File: src/rtl/muldiv_pkg.sv
// muldiv_pkg: op/state encodings, default iteration count and operand magnitude helper.
package muldiv_pkg;

  localparam int ITER_DEFAULT = 32;

  typedef enum logic [1:0] {
    OP_MULT  = 2'b00,
    OP_MULTU = 2'b01,
    OP_DIV   = 2'b10,
    OP_DIVU  = 2'b11
  } op_e;

  typedef enum logic [1:0] {
    S_IDLE = 2'b00,
    S_RUN  = 2'b01,
    S_FIX  = 2'b10
  } state_e;

  function automatic logic [31:0] abs32(input logic [31:0] v, input logic sgn);
    return (sgn && v[31]) ? -v : v;
  endfunction

endpackage

File: src/rtl/muldiv_datapath.sv
// muldiv_datapath: 64-bit accumulator doing one shift-add or restoring divide step per cycle,
// plus the sign-corrected HI/LO result.
module muldiv_datapath
  import muldiv_pkg::*;
(
  input  logic        clk,
  input  logic        rst,
  input  logic        load_i,
  input  logic        step_i,
  input  logic [1:0]  op_i,
  input  logic [31:0] rs_i,
  input  logic [31:0] rt_i,
  output logic [31:0] res_hi_o,
  output logic [31:0] res_lo_o
);

  logic        is_div, sgn, ge;
  logic [31:0] a_mag, b_mag, quo, rem;
  logic [32:0] sum, rem_sh, diff;
  logic [63:0] acc_q, acc_d, step_val, prod;
  logic [31:0] b_q;
  logic        is_div_q, neg_q, rneg_q, dz_q;

  always_comb begin
    is_div   = (op_i == OP_DIV) || (op_i == OP_DIVU);
    sgn      = (op_i == OP_DIV) || (op_i == OP_MULT);
    a_mag    = abs32(rs_i, sgn);
    b_mag    = abs32(rt_i, sgn);
    sum      = {1'b0, acc_q[63:32]} + (acc_q[0] ? {1'b0, b_q} : 33'd0);
    rem_sh   = {acc_q[63:32], acc_q[31]};
    diff     = rem_sh - {1'b0, b_q};
    // partial remainder stays below the divisor, so a borrow in bit 32 means "doesn't fit"
    ge       = ~diff[32];
    step_val = is_div_q ? (ge ? {diff[31:0], acc_q[30:0], 1'b1} : {rem_sh[31:0], acc_q[30:0], 1'b0})
                        : {sum, acc_q[31:1]};
    acc_d    = load_i ? {32'd0, is_div ? a_mag : b_mag} : step_i ? step_val : acc_q;
    prod     = neg_q ? -acc_q : acc_q;
    quo      = dz_q ? 32'hFFFF_FFFF : neg_q ? -acc_q[31:0] : acc_q[31:0];
    rem      = rneg_q ? -acc_q[63:32] : acc_q[63:32];
    res_hi_o = is_div_q ? rem : prod[63:32];
    res_lo_o = is_div_q ? quo : prod[31:0];
  end

  always_ff @(posedge clk) begin
    if (rst) begin
      acc_q    <= '0;
      b_q      <= '0;
      is_div_q <= 1'b0;
      neg_q    <= 1'b0;
      rneg_q   <= 1'b0;
      dz_q     <= 1'b0;
    end else begin
      acc_q <= acc_d;
      if (load_i) begin
        b_q      <= is_div ? b_mag : a_mag;
        is_div_q <= is_div;
        neg_q    <= sgn & (rs_i[31] ^ rt_i[31]);
        rneg_q   <= sgn & is_div & rs_i[31];
        dz_q     <= is_div & (rt_i == 32'd0);
      end
    end
  end

endmodule

File: src/rtl/muldiv_sequencer.sv
// muldiv_sequencer: IDLE/RUN/FIX control, iteration counter, HI/LO registers and pipeline stall.
module muldiv_sequencer
  import muldiv_pkg::*;
#(
  parameter int ITER = ITER_DEFAULT
) (
  input  logic        clk,
  input  logic        reset,
  input  logic        start,
  input  logic [1:0]  op,
  input  logic [31:0] rs_val,
  input  logic [31:0] rt_val,
  input  logic        mthi,
  input  logic        mtlo,
  input  logic        mfhi_req,
  input  logic        mflo_req,
  output logic [31:0] hi,
  output logic [31:0] lo,
  output logic        busy,
  output logic        done,
  output logic        stall
);

  localparam int CW = $clog2(ITER + 1);

  state_e          state_q, state_d;
  logic [CW-1:0]   cnt_q, cnt_d;
  logic [31:0]     hi_q, hi_d, lo_q, lo_d, res_hi, res_lo;
  logic            done_q, done_d, load, step;

  muldiv_datapath u_dp (
    .clk     (clk),
    .rst     (reset),
    .load_i  (load),
    .step_i  (step),
    .op_i    (op),
    .rs_i    (rs_val),
    .rt_i    (rt_val),
    .res_hi_o(res_hi),
    .res_lo_o(res_lo)
  );

  always_comb begin
    state_d = state_q;
    cnt_d   = cnt_q;
    hi_d    = hi_q;
    lo_d    = lo_q;
    done_d  = 1'b0;
    load    = 1'b0;
    step    = 1'b0;
    case (state_q)
      S_IDLE: begin
        // start wins over a same-cycle mthi/mtlo
        if (start) begin
          state_d = S_RUN;
          cnt_d   = '0;
          load    = 1'b1;
        end else begin
          hi_d = mthi ? rs_val : hi_q;
          lo_d = mtlo ? rs_val : lo_q;
        end
      end
      S_RUN: begin
        step    = 1'b1;
        cnt_d   = cnt_q + CW'(1);
        state_d = (cnt_q == CW'(ITER - 1)) ? S_FIX : S_RUN;
      end
      S_FIX: begin
        hi_d    = res_hi;
        lo_d    = res_lo;
        done_d  = 1'b1;
        state_d = S_IDLE;
      end
      default: state_d = S_IDLE;
    endcase
  end

  always_ff @(posedge clk) begin
    if (reset) begin
      state_q <= S_IDLE;
      cnt_q   <= '0;
      hi_q    <= '0;
      lo_q    <= '0;
      done_q  <= 1'b0;
    end else begin
      state_q <= state_d;
      cnt_q   <= cnt_d;
      hi_q    <= hi_d;
      lo_q    <= lo_d;
      done_q  <= done_d;
    end
  end

  assign busy  = (state_q != S_IDLE);
  assign stall = busy & (start | mfhi_req | mflo_req | mthi | mtlo);
  assign hi    = hi_q;
  assign lo    = lo_q;
  assign done  = done_q;

endmodule

File: config.mk
export PLATFORM = sky130hd
export DESIGN_NAME = muldiv_sequencer
export DESIGN_NICKNAME = d
export VERILOG_FILES = /design/src/rtl/muldiv_pkg.sv /design/src/rtl/muldiv_datapath.sv /design/src/rtl/muldiv_sequencer.sv
export SDC_FILE = /design/constraint.sdc
export NUM_CORES = 1
export LEC_CHECK = 0
export CORE_UTILIZATION = 45
export DETAILED_ROUTE_END_ITERATION = 16
export GPL_ROUTABILITY_DRIVEN = 0
export GPL_TIMING_DRIVEN = 0
export HOLD_SLACK_MARGIN = 0.12
export PLACE_DENSITY = 0.61
export SLEW_MARGIN = 10
export SYNTH_ARGS = -nofsm -noshare
export SYNTH_HDL_FRONTEND = slang
export SYNTH_SLANG_ARGS = --single-unit
File: constraint.sdc
create_clock -name clk -period 9.25 [get_ports clk]
set_input_delay 1.85 -clock clk [delete_from_list [all_inputs] [get_ports clk]]
set_output_delay 1.85 -clock clk [all_outputs]
set_load 0.03 [all_outputs]
Word-level counts from Yosys, hierarchy flattened:

Index checks and enable logic that the tools add are counted.

* flip-flop bits (word level): 173
* word-level logic and storage cells: 84
* output and inout port bits: 67

* eq/ne operators: 9
* add/subtract/negate cells: 8
* reduce and logical (&&, ||, !) cells: 15
* mux-type cells: 30
* bitwise logic cells: 10

Operators with widths (count)
* 2-to-1 mux 32 bit: 16
* 2-to-1 mux 64 bit: 3
* negator 32 bit: 4
* one-hot mux 32 bit (2 select lines): 2
* negator 64 bit: 1
* adder 32 x 32 -> 33 bit: 1
* subtractor 33 x 32 -> 33 bit: 1
* zero test 32 bit: 1
* one-hot mux 6 bit (2 select lines): 1
* != test 2 bit (second input constant): 4
* nonzero test 2 bit: 4
* adder 6 x 1 -> 6 bit (second input constant): 1
* == test 2 bit (second input constant): 3
* == test 6 x 5 -> 1 bit (second input constant): 1
* 2-to-1 mux 6 bit: 1
* AND reduction 3 bit: 2
* AND 1 bit: 5
* zero test 2 bit: 2
* 2-to-1 mux 1 bit: 4
* 2-to-1 mux 2 bit: 2
* OR 1 bit: 4
* one-hot mux 2 bit (2 select lines): 1
* == test 2 x 1 -> 1 bit (second input constant): 1
* logical AND 1 bit: 2
* other kinds (4): 5

Longest topological paths before layout:

Gate-level depths: netlist of the first run.

* word-level depth: 6
* depth in mapped cells: 16
* mapped depth without buffers: 13

Hierarchy:

Synthesis of the first run repeated with hierarchy kept, for this count alone.

* cell total of the unflattened synthesis: 2084
* area total of the unflattened synthesis: 15328.5 µm²

By module, submodules not included
* muldiv_datapath: times used 1, area each 11871.4 µm², cells each 1711
* muldiv_sequencer: times used 1, area each 3457.1 µm², cells each 373

Worst setup path before layout of the first run:

Ideal clock, no wire load.

* kind: input-to-reg
* start: input port rt_val[8]
* end: register u_dp.b_q[24]
* data arrival time: 4.199 ns
* stages: 9
* buffers on the path: 0
* setup time: 0.132 ns
* path slack: 4.918 ns
* path through: or4_1 -> or4_1 -> or4_1 -> nor2_1 -> nor2_1 -> xor2_1 -> or2_2 -> o211ai_1 -> a21oi_1

* cells in the longest elaborated chain, start to end: 3

RTL lines
* from (decl): line muldiv_sequencer.sv:12 `input logic [31:0] rt_val,`
* negator 32 bit: line muldiv_pkg.sv:20 `return (sgn && v[31]) ? -v : v;`
* 2-to-1 mux 32 bit: line muldiv_pkg.sv:20
* 2-to-1 mux 32 bit: line muldiv_datapath.sv:55 `b_q <= is_div ? b_mag : a_mag;`
* to (signal assigned): line muldiv_datapath.sv:55
* to (decl): line muldiv_datapath.sv:21 `logic [31:0] b_q;`

Every way passes these cells.
A chain may end at the register's enable or synchronous reset.

Final worst setup path of the first run:

* start: register u_dp.acc_q[31]
* end: register u_dp.acc_q[49]

* cells in the longest elaborated chain, start to end: 3

RTL lines
* from (decl): line muldiv_datapath.sv:20 `logic [63:0] acc_q, acc_d, step_val, prod;`
* from (signal assigned): line muldiv_datapath.sv:46 `acc_q <= '0;`
* from (signal assigned): line muldiv_datapath.sv:53 `acc_q <= acc_d;`
* subtractor 33 x 32 -> 33 bit: line muldiv_datapath.sv:31 `diff = rem_sh - {1'b0, b_q};`
* 2-to-1 mux 64 bit (2 in series): line muldiv_datapath.sv:34 `step_val = is_div_q ? (ge ? {diff[31:0], acc_q[30:0], 1'b1} : {rem_sh[31:0], acc_q[30:0], 1'b0})`

Every way passes these cells.

==> reports/metrics.cfg, run 1 <==
[synth]
synth_seq_cells = 173
avgSynthCellArea_um2 = 7.326
synth_cell_types = 74
synth_area_um2 = 14440
ys.flop_type = dfxtp_1
synthCells = 1971
yosysSeqAreaShare_pct = 23.98
synth_nets = 2115
async_reset_ff_share_pct = 0
synth-edff-count = 0
synth_warnings = 0

[pwr]
irDropWorstVdd_uv = 147.1
power_density_nw_per_um2 = 152.3
p_total_mw = 2.585
leakage_nw = 6.257

[final_layout]
layout.cells.non_filler = 2544
drive_above_1_share_pct = 3.785
n_fill_cell = 3165
fin_area_um2 = 16970
final_nets = 2272
syn2layout_area_growth_pct = 17.53
post-route-util_pct = 53.78

[hold_path]
hold_path_class = reg -> reg

[clocking]
ctsHoldBuffers = 0
clockRootBuffer = clkbuf_16
clk_pin_slew_ns = 0.08
ctsLongestPathBuffers = 2
cts.sinks = 173
cts_made_buffers = 17
cts.repair.resized = 0
worstSkewPairLatency_ns = 0.45
cts_tree = done
post_cts_buffers = 0
htreeDepth = 4

[global_routing]
grt_max_degree = 17
grt_pass1_vias = 14510
overflow = 0
antenna_found_initial = 0
grt_pass1_wl_um = 89000
grt_use_total_pct = 35.65

[place]
hpwl_um = 47940
placed_cells_incl_taps = 2511
portBuffers = 138
dp_slack_ns = 3.908
dpl_cell_area_um2 = 16320

[detailed_routing]
wl_per_cell_um = 23.53
drt_iter0_drc = 2080
via_per_inst = 6.342
drt_wl_total_um = 59860
vias = 16130
dr.pass1.iters = 8
drt_drc_violations_left = 0
antenna_left = 0

[floorplan]
io_pins = 140
core-area_um2 = 31560
die-height_um = 181.1
dieArea_um2 = 32810
rows = 65
die_w_um = 181.1
initial_core_util_pct = 45.76

[setup_path]
worstPathCellList = clkbuf_1, inv_1, ha_1, fa_1, nand2b_1, a21oi_1, o41a_1, nand3_1, nand2_1, a31oi_1, xnor2_1, clkbuf_1, buf_1, mux2i_1, nand2_1, a32o_1
worstPathMaxFanout = 10
worstPathRequired_ns = 9.59
crit_slowest_cell = buf_1
crit_arrival_ns = 5.57
critPathBufInv = 4
critPathKind = reg -> reg
crit_path_end_kind = flop
r2r_slack_ns = 4.01
worst_path_largest_cell_delay_ns = 0.71
crit_family = buffers and inverters
cp-start-kind = flop

[status]
run_status = completed

[sta]
layout_setup_ws_ns = 4.014
slew_violations = 0
period_needed_ns = 5.236
worst_pin_slew_ns = 0.9952
rsz0062_at_grt = false
holdWs_ns = 0.4551
fin_crit_sh_pct = 56.61
max_freq_mhz = 191.0
finalClockSkew_ns = 0.01720
hold_violations = 0
tns_ns = 0
setup_viol = 0
slew_headroom_pct = 33.65

[job]
cap_violations = 0

[cell usage after synthesis (22+ instances only)]
library cell | number | area [µm²]
nand2b_1 | 22 | 137.6
o221ai_1 | 42 | 367.9
nor3_1 | 37 | 185.2
o31ai_1 | 24 | 180.2
o21ai_0 | 124 | 620.6
nor2_1 | 210 | 788.3
clkbuf_1 | 118 | 442.9
a21oi_1 | 234 | 1171
ha_1 | 69 | 863.3
dfxtp_1 | 173 | 3463
inv_1 | 56 | 210.2
o211ai_1 | 56 | 420.4
mux2i_1 | 62 | 620.6
a21o_1 | 24 | 180.2
xnor2_1 | 114 | 998.5
nand3_1 | 24 | 120.1
a211oi_1 | 30 | 225.2
nand2_1 | 210 | 788.3
xor2_1 | 63 | 551.8
[flip-flops by register name, indices dropped and copies added (netlist names)]
name           flops
state_q            2
u_dp.dz_q          1
u_dp.rneg_q        1
u_dp.neg_q         1
hi                32
cnt_q              6
u_dp.b_q          32
lo                32
u_dp.acc_q        64
done               1
u_dp.is_div_q      1
[tightest hold or removal path: stages, from the launching register on]
cell,delay (ns)
dfxtp_1,0.32
nand2_1,0.05
o21ai_1,0.05
[worst paths after layout]
| path | from | to | cells past startpoint |
|---|---|---|---|
| max reg2reg | u_dp.acc_q[31] | u_dp.acc_q[49] | 16 |
| min | hi[29] | hi[29] | 2 |
| min reg2reg | hi[29] | hi[29] | 2 |
| max | u_dp.acc_q[31] | u_dp.acc_q[49] | 16 |
[routing by layer]
metal	vias to the layer above	part of all wire (%)	GRT usage (%)
met4	0	3.5	12.51
li1	7473	-	-
met1	7573	44	50.31
met3	132	11	7.257
met5	-	0	0
met2	956	42	53.35
[cell families (layout without fill, tap and decap cells)]
logic type	Yosys count	count (layout)	synth area share, %
AO/OA/AOI/OAI	668	668	29.38
XOR/XNOR	177	177	10.74
adder cells (fa/ha/maj)	71	71	6.256
buffers and inverters	198	367	5.294
flip-flops	173	173	23.98
multiplexers	72	72	5.078
other	0	2	0
AND/OR/NAND/NOR	612	612	19.27
[cells in the final DEF (no fill, tap or decap), drive strengths merged, types with 25 or more instances in the layout]
cell type        n
inv             62
dfxtp          173
o31ai           25
ha              69
a211oi          30
xor2            63
nor2           211
nor3            37
mux2i           62
a21oi          234
o221ai          42
o211ai          56
clkdlybuf4s50  138
clkbuf         137
o21ai          134
nand2          210
xnor2          114
[where the power goes]
group	switching (mW)	leakage [nW]	total (mW)	internal, mW
sequential	0.0528	1.42	0.844	0.791
combinational	0.581	4.53	0.924	0.344
clock	0.350	0.312	0.817	0.467
total	0.983	6.26	2.59	1.60
[cell type report]
| class | count | area, µm² | area share (%) |
|---|---|---|---|
| antenna | 2 | 5.005 | 0.02949 |
| buffer | 142 | 554.3 | 3.266 |
| clock buffer | 18 | 439.2 | 2.588 |
| clock inverter | 13 | 202.7 | 1.194 |
| inverter | 56 | 210.2 | 1.239 |
| multi-input combinational | 1600 | 10210 | 60.17 |
| sequential | 173 | 3463 | 20.41 |
| tap | 402 | 503.0 | 2.964 |
| timing repair buffer | 138 | 1381 | 8.139 |
No activity file was read; power rests on OpenSTA's default activity.
==> run 2, diff against run 1 <==
==> constraint.sdc (replaced) <==
create_clock -name clk -period 5.3 [get_ports clk]
set_input_delay 1.06 -clock clk [delete_from_list [all_inputs] [get_ports clk]]
set_output_delay 1.06 -clock clk [all_outputs]
set_load 0.03 [all_outputs]
==> reports/metrics.cfg, run 2 (synthesized netlist as in run 1, its figures left out) <==
[status]
run_status = completed

[final_layout]
n_fill_cell = 3163
final_common_cell = a21oi_1
largest_register_ffs = 64
largest-register = u_dp.acc_q
drive_above_1_share_pct = 3.879
syn2layout_area_growth_pct = 17.56
layout.cells.most_common_list = 234 x a21oi_1, 210 x nor2_1, 210 x nand2_1, 173 x dfxtp_1, 138 x clkdlybuf4s50_1
layout.cells.non_filler = 2545
final_nets = 2272

[clocking]
clk_pin_slew_ns = 0.08
cts_tree = done
post_cts_buffers = 0
cts.sinks = 173
htreeDepth = 4
cts_made_buffers = 17
ctsLongestPathBuffers = 2
clockRootBuffer = clkbuf_16
worstSkewPairLatency_ns = 0.44

[sta]
max_freq_mhz = 201.8
hold_violations = 0
slew_violations = 0
worst_pin_slew_ns = 0.9873
layout_setup_ws_ns = 0.3455
setup_viol = 0
slew_headroom_pct = 34.18
finalClockSkew_ns = 0.01656
tns_ns = 0
period_needed_ns = 4.955
rsz0062_at_grt = false
fin_crit_sh_pct = 93.48

[global_routing]
grt_pass1_vias = 14510
overflow = 0
grt_max_degree = 17
grt_use_total_pct = 35.65
antenna_found_initial = 0
grt_pass1_wl_um = 89000

[pwr]
power_density_nw_per_um2 = 266.1
leakage_nw = 6.263
irDropWorstVdd_uv = 256.5

[job]
cap_violations = 0

[setup_path]
r2r-end = u_dp.acc_q[49]
worstPathMaxFanout = 10
r2r_slack_ns = 0.35
crit_path_end_kind = flop
cp-start-kind = flop
crit_arrival_ns = 5.29
reg2reg_from = u_dp.acc_q[31]
critPathKind = reg -> reg
rr_worst_depth = 16
worstPathRequired_ns = 5.64

[hold_path]
hold_end = hi[29]
worstHoldPathCells = 2
hold_path_class = reg -> reg
hold_start = hi[29]

[place]
placed_cells_incl_taps = 2511
hpwl_um = 47940
portBuffers = 138
dp_slack_ns = 0.1927

[floorplan]
initial_core_util_pct = 45.76
rows = 65
dieArea_um2 = 32810
io_pins = 140
die-height_um = 181.1
core-area_um2 = 31560
die_w_um = 181.1

[detailed_routing]
wl_per_cell_um = 23.56
drt_drc_violations_left = 0
via_per_inst = 6.330
vias = 16110
drt_iter0_drc = 2119
antenna_left = 0
drt_wl_total_um = 59960
dr.pass1.iters = 8

==> run 2: changes by cell type in the layout (fill, tap and decap cells not counted), sizes merged <==
cell    previous run  this run
buf               23        22
clkbuf           137       138
diode              2         3
==> run 2: final cells by class <==
cell class / instances / area, µm² / area share (%)
multi-input cells: 1600 / 10210 / 60.16
diodes: 3 / 7.507 / 0.04422
inverters: 56 / 210.2 / 1.238
plain buffers: 142 / 556.8 / 3.280
flip-flops and latches: 173 / 3463 / 20.40
clock buffers: 18 / 439.2 / 2.587
clock inverters: 13 / 202.7 / 1.194
well taps: 402 / 503.0 / 2.963
repair buffers: 138 / 1381 / 8.137
==> run 2: per-layer routing <==
layer	GRT usage, %	share of wire, %	wire, µm
met5	0	0	0
met4	12.51	3.3	1980
met3	7.257	11	6321
met2	53.35	42	25180
met1	50.31	44	26480
==> run 2: worst max path at each step <==
| stage | slack (ns) | to | depth (start not counted) | startpoint |
|---|---|---|---|---|
| global route | 0.09 | u_dp.acc_q[49] | 16 | u_dp.acc_q[31] |
| floorplan | 1.65 | u_dp.acc_q[44] | 16 | u_dp.acc_q[31] |
| finish | 0.35 | u_dp.acc_q[49] | 16 | u_dp.acc_q[31] |
| detailed placement | 0.19 | u_dp.acc_q[49] | 16 | u_dp.acc_q[31] |
| CTS | 0.16 | u_dp.acc_q[49] | 16 | u_dp.acc_q[31] |
| global placement | 0.21 | u_dp.acc_q[49] | 16 | u_dp.acc_q[31] |
==> run 2: timing repair <==
action,4_1_cts,5_1_grt
resized for setup,0,4
endpoints found under the hold margin,0,0
endpoints found under the setup margin,0,10
hold buffers,0,0
==> run 2: report_power, final <==
part | total [mW] | switching (mW) | internal, mW
Sequential | 1.47 | 0.0922 | 1.38
Clock | 1.43 | 0.616 | 0.815
Combinational | 1.61 | 1.01 | 0.601
==> run 2: worst max-delay path, stage by stage, from the launching register on <==
cell,delay (ns)
dfxtp_1,0.30
clkbuf_1,0.44
inv_1,0.10
ha_1,0.23
fa_1,0.38
nand2b_1,0.20
a21oi_1,0.23
o41a_1,0.29
nand3_1,0.14
nand2_1,0.21
a31oi_1,0.15
xnor2_1,0.53
clkbuf_1,0.61
clkbuf_2,0.48
mux2i_1,0.26
nand2_1,0.07
a32o_1,0.22
==> run 2: stage by stage <==
stage / utilization (%) / instance area (µm²) / total power, mW / hold slack (ns)
final: 53.80 / 16980 / 4.517 / 0.4557
after global routing: 53.77 / 16970 / 4.693 / 0.4678
after CTS: 53.77 / 16970 / 4.461 / 0.4556
after detailed placement: 51.73 / 16320 / 3.060 / 0.4461
after global placement: 51.73 / 16320 / 3.046 / 0.4410
after floorplan: - / 14440 / 2.523 / 0.4319
==> run 3, diff against run 2 <==
--- a/config.mk
+++ b/config.mk
@@ -5,6 +5,7 @@
 export SDC_FILE = /design/constraint.sdc
 export NUM_CORES = 1
 export LEC_CHECK = 0
+export CAP_MARGIN = 10
 export CORE_UTILIZATION = 45
 export DETAILED_ROUTE_END_ITERATION = 16
 export GPL_ROUTABILITY_DRIVEN = 0
==> results of run 3 <==
Same layout as run 2: the final DEF is identical, and so are final timing and power.
==> edit, RTL diff (config.mk and constraints of run 3) <==
`hi_q` and `lo_q` no longer have a reset.
--- a/src/rtl/muldiv_sequencer.sv
+++ b/src/rtl/muldiv_sequencer.sv
@@ -79,16 +79,17 @@
     if (reset) begin
       state_q <= S_IDLE;
       cnt_q   <= '0;
-      hi_q    <= '0;
-      lo_q    <= '0;
       done_q  <= 1'b0;
     end else begin
       state_q <= state_d;
       cnt_q   <= cnt_d;
-      hi_q    <= hi_d;
-      lo_q    <= lo_d;
       done_q  <= done_d;
     end
+  end
+
+  always_ff @(posedge clk) begin
+    hi_q <= hi_d;
+    lo_q <= lo_d;
   end
 
   assign busy  = (state_q != S_IDLE);
Check against the original RTL: not equivalent (Yosys sat finds a counterexample within 4 cycles, from zero or initial values and one cycle with reset high).
==> edit against run 3 <==
Sequential cell count did not move. Setup slack gained 140 ps. Total power fell by 0.28%. Sequential share of layout area grew 3.2 points. Wire length increased by 2.6%. Critical path type unchanged. Area after synthesis increased by 3.1%. Final area is 2.6% higher. First-iteration DRC count increased by 9.3%.
==> edit: results (changes against run 3) <==
| Metric | Value |
|---|---|
| Status | completed |
| EDFF count, synth | 64 (+64) |
| Setup WS pre-CTS | 676.8 ps (+484.1 ps) |
| Tot GR Track Use | 36.30% (+0.65 points) |
| Crit-path leading delay family | compound AO/OA/AOI/OAI gates |
| P_leak | 6.574 nW (+5.0%) |
| Largest stage delay, worst path | 640 ps (+30 ps) |
| Final std cells w/o fill | 2560 (+0.59%) |
| Synth unique cells | 88 (+19%) |
| WL met3 | 6.816 mm (+7.8%) |
| CP Data Arrival Time | 5130 ps (-160 ps) |
| Layout cells sized above 1 | 4.863% (+0.98 points) |
| Clk_skew | 17.94 ps (+1.375 ps) |
| Met1 wire length | 25.88 mm (-2.2%) |
| Worst-margin pin slew | 1148 ps (+160.3 ps) |
| Post-Synth XOR/XNOR Area | 10.00% (-0.73 points) |
| GR Layer Usage met1 | 50.09% (-0.22 points) |
| Worst VDD drop | 267.9 uV (+4.4%) |
| Dpl cells | 2528 (+0.68%) |
| Comb power frac | 36.9% (+1.2 points) |
| Vias in the first global route | 14812 (+2.1%) |
| # diodes | 0 (-3) |
| Clk Latency, worst-skew pair | 460 ps (+20 ps) |
| Post-synth top cells | a21oi_1 (248), nor2_1 (210), nand2_1 (186), o21ai_0 (125), dfxtp_1 (109) |
| I/O Buffers | 137 (-0.72%) |
| DR WL met2 | 26.64 mm (+5.8%) |
| Syn_nets | 2093 (-1.0%) |
| DRT Pass-1 Iters | 7 (-1) |
| Met2 usage | 55.97% (+2.6 points) |
| Most area-consuming cells after synthesis | dfxtp_1 (15%), edfxtp_1 (13%), a21oi_1 (8.3%) |
| Synth Area in Compound Gates | 26.72% (-2.7 points) |
| Largest net degree at the start of global routing | 33 (+16) |
| # fillers | 3184 (+0.66%) |
| Area share of fa/ha/maj cells after synthesis | 6.068% (-0.19 points) |
| Mean area per synthesized cell | 7.639 um^2 (+4.3%) |
| Pint | 2.695 mW (-3.6%) |
| Layout Nets | 2249 (-1.0%) |
| Initial DRC count | 2316 (+9.3%) |
| Post-synthesis mux area share | 4.513% (-0.56 points) |
| Vias/cell | 6.276 (-0.86%) |
| First-pass GRT wire length | 91.29 mm (+2.6%) |
| Wire length per cell | 24.03 um (+2.0%) |
| Reg power frac | 34.4% (+1.8 points) |
| Grt met3 use | 6.874% (-0.38 points) |
| Max stage delay cell, worst path | a211oi_1 |
==> edit: area by class of cell <==
type | count | area [um^2] | share of cell area (%)
multi-input cells | 1580 | 10040 | 57.65
flip-flops and latches | 173 | 4104 | 23.57
repair buffers | 137 | 1371 | 7.877
well taps | 442 | 553.0 | 3.177
plain buffers | 127 | 503.0 | 2.889
clock buffers | 18 | 439.2 | 2.523
inverters | 69 | 259.0 | 1.488
clock inverters | 14 | 142.6 | 0.8193
==> edit: kinds of logic (layout without fill, tap and decap cells) <==
kind of cell | count (synthesis) | in the layout
AO/OA/AOI/OAI | 647 | 647
AND/OR/NAND/NOR | 627 | 627
buffers and inverters | 196 | 365
flip-flops | 173 | 173
XOR/XNOR | 170 | 170
adder cells (fa/ha/maj) | 71 | 71
multiplexers | 65 | 65
==> edit: per-stage QoR <==
stage | hold WS (ps) | total power [mW] | util, % | instance area [um^2]
finish | 460.9 | 4.504 | 53.51 | 17410
global route | 476.7 | 4.668 | 53.51 | 17410
CTS | 458.9 | 4.439 | 53.51 | 17410
detailed placement | 447.1 | 3.172 | 51.72 | 16830
global placement | 443.7 | 3.158 | 51.67 | 16810
floorplan | 431.9 | 2.619 | - | 14890
==> edit: final timing paths <==
path / from / to / slack (ps) / cells after the start
worst min-delay path: u_dp.b_q[3] / u_dp.b_q[3] / 460 / 2
worst min register to register: u_dp.b_q[3] / u_dp.b_q[3] / 460 / 2
worst max register to register: u_dp.acc_q[32] / u_dp.acc_q[0] / 490 / 13
worst max-delay path: u_dp.acc_q[32] / u_dp.acc_q[0] / 490 / 13
==> edit: worst register-to-register path: cells and delay by family, from the launching register on <==
family,cells,cell delay (ps)
compound gates,6,2140
fa+ha+maj,1,510
buf+inv,3,920
flops,1,570
mux,1,180
simple gates,2,340
